**config.mk**
```make
export PLATFORM = sky130hd
export DESIGN_NAME = seq_divider_flat
export DESIGN_NICKNAME = d
export VERILOG_FILES = /design/src/rtl/seq_divider_if.sv /design/src/rtl/seq_divider.sv /design/src/flat_wrapper.sv
export SDC_FILE = /design/constraint.sdc
export NUM_CORES = 1
export LEC_CHECK = 0
export BUFFER_PORTS_ARGS = -buffer_cell sky130_fd_sc_hd__buf_4
export CAP_MARGIN = 20
export CORE_MARGIN = 2
export CORE_UTILIZATION = 35
export DETAILED_ROUTE_END_ITERATION = 10
export GPL_TIMING_DRIVEN = 0
export PLACE_DENSITY = 0.61
export SYNTH_ARGS = -nofsm -noshare
export SYNTH_HDL_FRONTEND = slang
export SYNTH_SLANG_ARGS = --single-unit
```
**constraint.sdc**
```tcl
create_clock -name clk -period 2.75 [get_ports clk]
set_clock_uncertainty 0.05 [all_clocks]
set_input_delay 0.55 -clock clk [delete_from_list [all_inputs] [get_ports clk]]
set_output_delay 0.55 -clock clk [all_outputs]
set_load 0.1 [all_outputs]
```
**src/rtl/seq_divider_if.sv**
```systemverilog
// Request/result bundle for seq_divider: start/ready handshake in, done pulse and held results out.
interface seq_divider_if #(
  parameter int WIDTH = 8
);
  logic             start;
  logic [WIDTH-1:0] dividend;
  logic [WIDTH-1:0] divisor;
  logic             ready;
  logic             done;
  logic [WIDTH-1:0] quotient;
  logic [WIDTH-1:0] remainder;
  logic             div_by_zero;

  modport master (
    output start, dividend, divisor,
    input  ready, done, quotient, remainder, div_by_zero
  );

  modport slave (
    input  start, dividend, divisor,
    output ready, done, quotient, remainder, div_by_zero
  );
endinterface

```
**src/rtl/seq_divider.sv**
```systemverilog
// Multi-cycle unsigned restoring divider: one quotient bit per clock, MSB first,
// sharing a single shift/subtract datapath under a small FSM.
//
//  state    | meaning
//  ---------+-----------------------------------------------------------
//  S_IDLE   | waiting for start; results held; ready=1
//  S_RUN    | WIDTH shift/subtract steps, one quotient bit per edge
//  S_ZERO   | divisor was 0; load saturated quotient and flag next edge
//  S_FINISH | done=1 for this cycle only; ready=1, may accept back-to-back
module seq_divider #(
  parameter int WIDTH = 8
) (
  input  logic         clk,
  input  logic         reset,
  seq_divider_if.slave bus
);
  localparam int CW = $clog2(WIDTH);

  typedef enum logic [1:0] {S_IDLE, S_RUN, S_ZERO, S_FINISH} state_t;

  state_t           state_q, state_d;
  logic [CW-1:0]    cnt_q, cnt_d;
  logic [WIDTH:0]   rem_q, rem_d;
  logic [WIDTH-1:0] dvd_q, dvd_d;
  logic [WIDTH-1:0] dsr_q, dsr_d;
  logic [WIDTH-1:0] quo_q, quo_d;
  logic [WIDTH-1:0] q_out_q, q_out_d;
  logic [WIDTH-1:0] r_out_q, r_out_d;
  logic             dz_q, dz_d;

  logic [WIDTH:0]   shifted;
  logic [WIDTH:0]   diff;
  logic             sub_ok;
  logic             accept;

  always_ff @(posedge clk or posedge reset) begin
    if (reset) begin
      state_q <= S_IDLE;
      cnt_q   <= '0;
      rem_q   <= '0;
      dvd_q   <= '0;
      dsr_q   <= '0;
      quo_q   <= '0;
      q_out_q <= '0;
      r_out_q <= '0;
      dz_q    <= 1'b0;
    end else begin
      state_q <= state_d;
      cnt_q   <= cnt_d;
      rem_q   <= rem_d;
      dvd_q   <= dvd_d;
      dsr_q   <= dsr_d;
      quo_q   <= quo_d;
      q_out_q <= q_out_d;
      r_out_q <= r_out_d;
      dz_q    <= dz_d;
    end
  end

  // Partial remainder carries one extra bit so the compare never overflows.
  always_comb begin
    shifted = {rem_q[WIDTH-1:0], dvd_q[WIDTH-1]};
    diff    = shifted - {1'b0, dsr_q};
    sub_ok  = (shifted >= {1'b0, dsr_q});
    accept  = bus.start && ((state_q == S_IDLE) || (state_q == S_FINISH));
  end

  always_comb begin
    state_d = state_q;
    cnt_d   = cnt_q;
    rem_d   = rem_q;
    dvd_d   = dvd_q;
    dsr_d   = dsr_q;
    quo_d   = quo_q;
    q_out_d = q_out_q;
    r_out_d = r_out_q;
    dz_d    = dz_q;

    case (state_q)
      S_IDLE: ;
      S_RUN: begin
        rem_d = sub_ok ? diff : shifted;
        dvd_d = {dvd_q[WIDTH-2:0], 1'b0};
        quo_d = {quo_q[WIDTH-2:0], sub_ok};
        cnt_d = cnt_q + CW'(1);
        if (cnt_q == CW'(WIDTH - 1)) begin
          state_d = S_FINISH;
          q_out_d = quo_d;
          r_out_d = rem_d[WIDTH-1:0];
        end
      end
      S_ZERO: begin
        state_d = S_FINISH;
        q_out_d = '1;
        r_out_d = dvd_q;
        dz_d    = 1'b1;
      end
      S_FINISH: state_d = S_IDLE;
      default:  state_d = S_IDLE;
    endcase

    // Accept overrides the FINISH->IDLE step so back-to-back requests lose no cycle.
    if (accept) begin
      dvd_d   = bus.dividend;
      dsr_d   = bus.divisor;
      rem_d   = '0;
      quo_d   = '0;
      cnt_d   = '0;
      q_out_d = '0;
      r_out_d = '0;
      dz_d    = 1'b0;
      state_d = (bus.divisor != '0) ? S_RUN : S_ZERO;
    end
  end

  assign bus.ready       = (state_q == S_IDLE) || (state_q == S_FINISH);
  assign bus.done        = (state_q == S_FINISH);
  assign bus.quotient    = q_out_q;
  assign bus.remainder   = r_out_q;
  assign bus.div_by_zero = dz_q;
endmodule

```
**src/flat_wrapper.sv**
```systemverilog
// flat-port wrapper written by rule: the top's interface ports become plain ports
module seq_divider_flat 
#(
  parameter int WIDTH = 8
)
  (clk, reset, bus_start, bus_dividend, bus_divisor, bus_ready, bus_done, bus_quotient, bus_remainder, bus_div_by_zero);
  seq_divider_if #(.WIDTH(WIDTH)) bus_i ();
  input  logic clk;
  input  logic reset;
  input wire logic [$bits(bus_i.start)-1:0] bus_start;
  input wire logic [$bits(bus_i.dividend)-1:0] bus_dividend;
  input wire logic [$bits(bus_i.divisor)-1:0] bus_divisor;
  output wire logic [$bits(bus_i.ready)-1:0] bus_ready;
  output wire logic [$bits(bus_i.done)-1:0] bus_done;
  output wire logic [$bits(bus_i.quotient)-1:0] bus_quotient;
  output wire logic [$bits(bus_i.remainder)-1:0] bus_remainder;
  output wire logic [$bits(bus_i.div_by_zero)-1:0] bus_div_by_zero;
  assign bus_i.start = bus_start;
  assign bus_i.dividend = bus_dividend;
  assign bus_i.divisor = bus_divisor;
  assign bus_ready = bus_i.ready;
  assign bus_done = bus_i.done;
  assign bus_quotient = bus_i.quotient;
  assign bus_remainder = bus_i.remainder;
  assign bus_div_by_zero = bus_i.div_by_zero;
  seq_divider #(.WIDTH(WIDTH)) u_core (.clk(clk), .reset(reset), .bus(bus_i));
endmodule
```
==> impl_metrics.json <==
{
  "wl_per_cell_um": 14.5,
  "cts_hold_buf": 0,
  "dr_total_vias": 2337,
  "critPathBufInv": 2,
  "drc": 0,
  "dr_wl_met3_um": 239,
  "relSlewSlack": 0.513,
  "crit_arrival_ps": 2590,
  "synth_edf_count": 0,
  "ff2ff_path_depth": 9,
  "routed_wl_mm": 6.57,
  "endpoint_kind": "register",
  "htree_num_levels": 2,
  "clkTransAtPathRegs_ps": 110,
  "synth_ff_type": "dfrtp_1",
  "grt_antenna_before_repair": 0,
  "rows": 33,
  "synth_commonest_cells": "53 x dfrtp_1, 47 x nand2_1, 33 x o21ai_0, 20 x nor2_1, 18 x mux2i_1",
  "synthCells": 302,
  "cpLargestDelayFamily": "compound AO/OA/AOI/OAI gates",
  "post_cts_buffers": 0,
  "synthArstFlopShare": 1.00,
  "grt_pass1_vias": 2211,
  "numCtsBuffers": 5,
  "synth_top_area_frac": 0.462,
  "hp-class": "in2async",
  "grt_max_degree": 42,
  "io_buffers": 37,
  "syn-num-nets": 335,
  "slowest_delay_ps": 420,
  "setup_violations": 0,
  "track_usage": 0.155,
  "cp_slowest_cell": "fa_1",
  "critical_path.startpoint_type": "register",
  "die_h_um": 94.5,
  "ys_types": 43,
  "synthMostInstantiatedCell": "dfrtp_1",
  "tns_ps": 0,
  "cp.required_ps": 2940,
  "place_area_mm2": 0.00330,
  "dp_cells": 445,
  "drt_iter0_drc": 164,
  "wl_met2_mm": 3.02,
  "cap_viol_max_count": 0,
  "gpl.final_weighted_congestion": 0.809,
  "status": "finished clean",
  "grt_overflow": 0,
  "grt_pass1_wl_mm": 10.8,
  "die-area_mm2": 0.00893,
  "wirelength_met1_mm": 3.19,
  "r2r_start": "u_core.dvd_q[7]$_DFFE_PP0P_",
  "crit_top_cell": "inv_1",
  "maxSlewViolCount": 0,
  "cts.sinks": 53,
  "post_cts_resized": 0,
  "period_minus_slack_ps": 2400,
  "cts_max_path_buffers": 2,
  "io_pins": 38,
  "die_w_um": 94.5,
  "first_pass_iters": 5,
  "path_cells": "inv_1 -> ha_1 -> inv_1 -> fa_1 -> a211o_1 -> a2111oi_2 -> a41oi_1 -> a31o_2 -> a31oi_1",
  "ys_ff_latch": 53,
  "critPathMaxFanout": 3,
  "root_buffer": "clkbuf_8",
  "area_growth_pct": 18.3,
  "fmax_mhz": 417,
  "syn-cell-area_mm2": 0.00287,
  "rsz0062_at_grt": "no",
  "criticalPathCategory": "reg2reg",
  "synth.area.top_cells": "dfrtp_1 46%, mux2i_1 6.3%, nand2_1 6.2%",
  "r2r-end": "u_core.rem_q[6]$_DFFE_PP0P_",
  "worst_pin_slew_ps": 730,
  "layout.cells.non_filler": 453,
  "regToRegSetupSlack_ps": 350,
  "drive_gt1_frac": 0.178,
  "ant_nets": 0,
  "dp_hpwl_mm": 4.95,
  "synth_top_cell_by_area": "dfrtp_1",
  "top_layer": "met4",
  "hold_violations": 0,
  "final_cell_area_mm2": 0.00339,
  "start_util": 0.354,
  "placeableCoreArea_mm2": 0.00809,
  "cts_tree": "done",
  "yosys_warnings": 0,
  "clock_latency_ps": 320,
  "via_per_inst": 5.16,
  "avgSynthCellArea_um2": 9.50,
  "diodes": 0,
  "ys_seq_area_frac": 0.462,
  "period_share": 0.872,
  "nets": 380
}
[worst reg2reg max path, stage by stage (launching register included)]
cell       delay [ps]
dfrtp_1           400
inv_1             130
ha_1              190
inv_1              60
fa_1              420
a211o_1           340
a2111oi_2         300
a41oi_1            70
a31o_2            230
a31oi_1           150
[worst max path at each step]
stage	end	cells after the start	startpoint	slack, ps
global placement	u_core.bus.quotient[0]$_DFFE_PP0P_	2	reset	110
detailed placement	u_core.rem_q[6]$_DFFE_PP0P_	9	u_core.dvd_q[7]$_DFFE_PP0P_	360
CTS	u_core.rem_q[6]$_DFFE_PP0P_	9	u_core.dvd_q[7]$_DFFE_PP0P_	330
global route	u_core.rem_q[6]$_DFFE_PP0P_	9	u_core.dvd_q[7]$_DFFE_PP0P_	150
finish	u_core.rem_q[6]$_DFFE_PP0P_	9	u_core.dvd_q[7]$_DFFE_PP0P_	350
floorplan	u_core.dvd_q[1]$_DFFE_PP0P_	6	u_core.state_q[0]$_DFFE_PP0P_	450
[registers in the layout, indices dropped and copies added (netlist names)]
register / cells
u_core.dvd_q: 8
u_core.bus.div_by_zero: 1
u_core.dsr_q: 8
u_core.rem_q: 8
u_core.cnt_q: 3
u_core.state_q: 2
u_core.bus.quotient: 8
u_core.quo_q: 7
u_core.bus.remainder: 8
[layer usage]
layer | global-route usage | vias up
met3 | 0.0271 | 10
met2 | 0.246 | 47
met5 | 0 | -
met1 | 0.217 | 1122
li1 | - | 1158
met4 | 0.0471 | 0
[area by class of cell]
class | count | area [um2]
timing repair buffer | 38 | 298
clock inverter | 3 | 26.3
sequential | 53 | 1330
inverter | 15 | 56.3
fill | 836 | 4700
multi-input combinational | 216 | 1390
clock buffer | 5 | 68.8
tap | 105 | 131
buffer | 18 | 91.3
[metrics by stage]
step / hold WS (ps) / util / setup WS [ps]
floorplan: 402 / - / 454
global placement: 403 / 0.405 / 113
detailed placement: 409 / 0.407 / 355
CTS: 126 / 0.419 / 335
global route: 141 / 0.419 / 153
finish: 119 / 0.419 / 351
[layout by cell type (no fill, tap or decap), types with 5 or more instances in the layout]
master / count
nor2_1: 20
a22oi_1: 5
clkbuf_8: 5
inv_1: 14
clkbuf_1: 14
mux2i_1: 18
ha_1: 13
a21oi_1: 16
dfrtp_1: 53
nand2b_1: 6
a31oi_1: 7
o21ai_0: 33
nand2_1: 47
buf_4: 37
[cells by family after synthesis]
kind of cell    after synthesis  share of synthesized area
buf+inv                      33                     0.0515
fa+ha+maj                    14                     0.0637
xor+xnor                      3                    0.00916
mux                          19                     0.0681
compound gates               92                      0.212
flops                        53                      0.462
simple gates                 88                      0.134
Power is left out: the tool's default activity adds up to more than one toggle a clock period on the data nets, which glitch-free logic cannot reach.
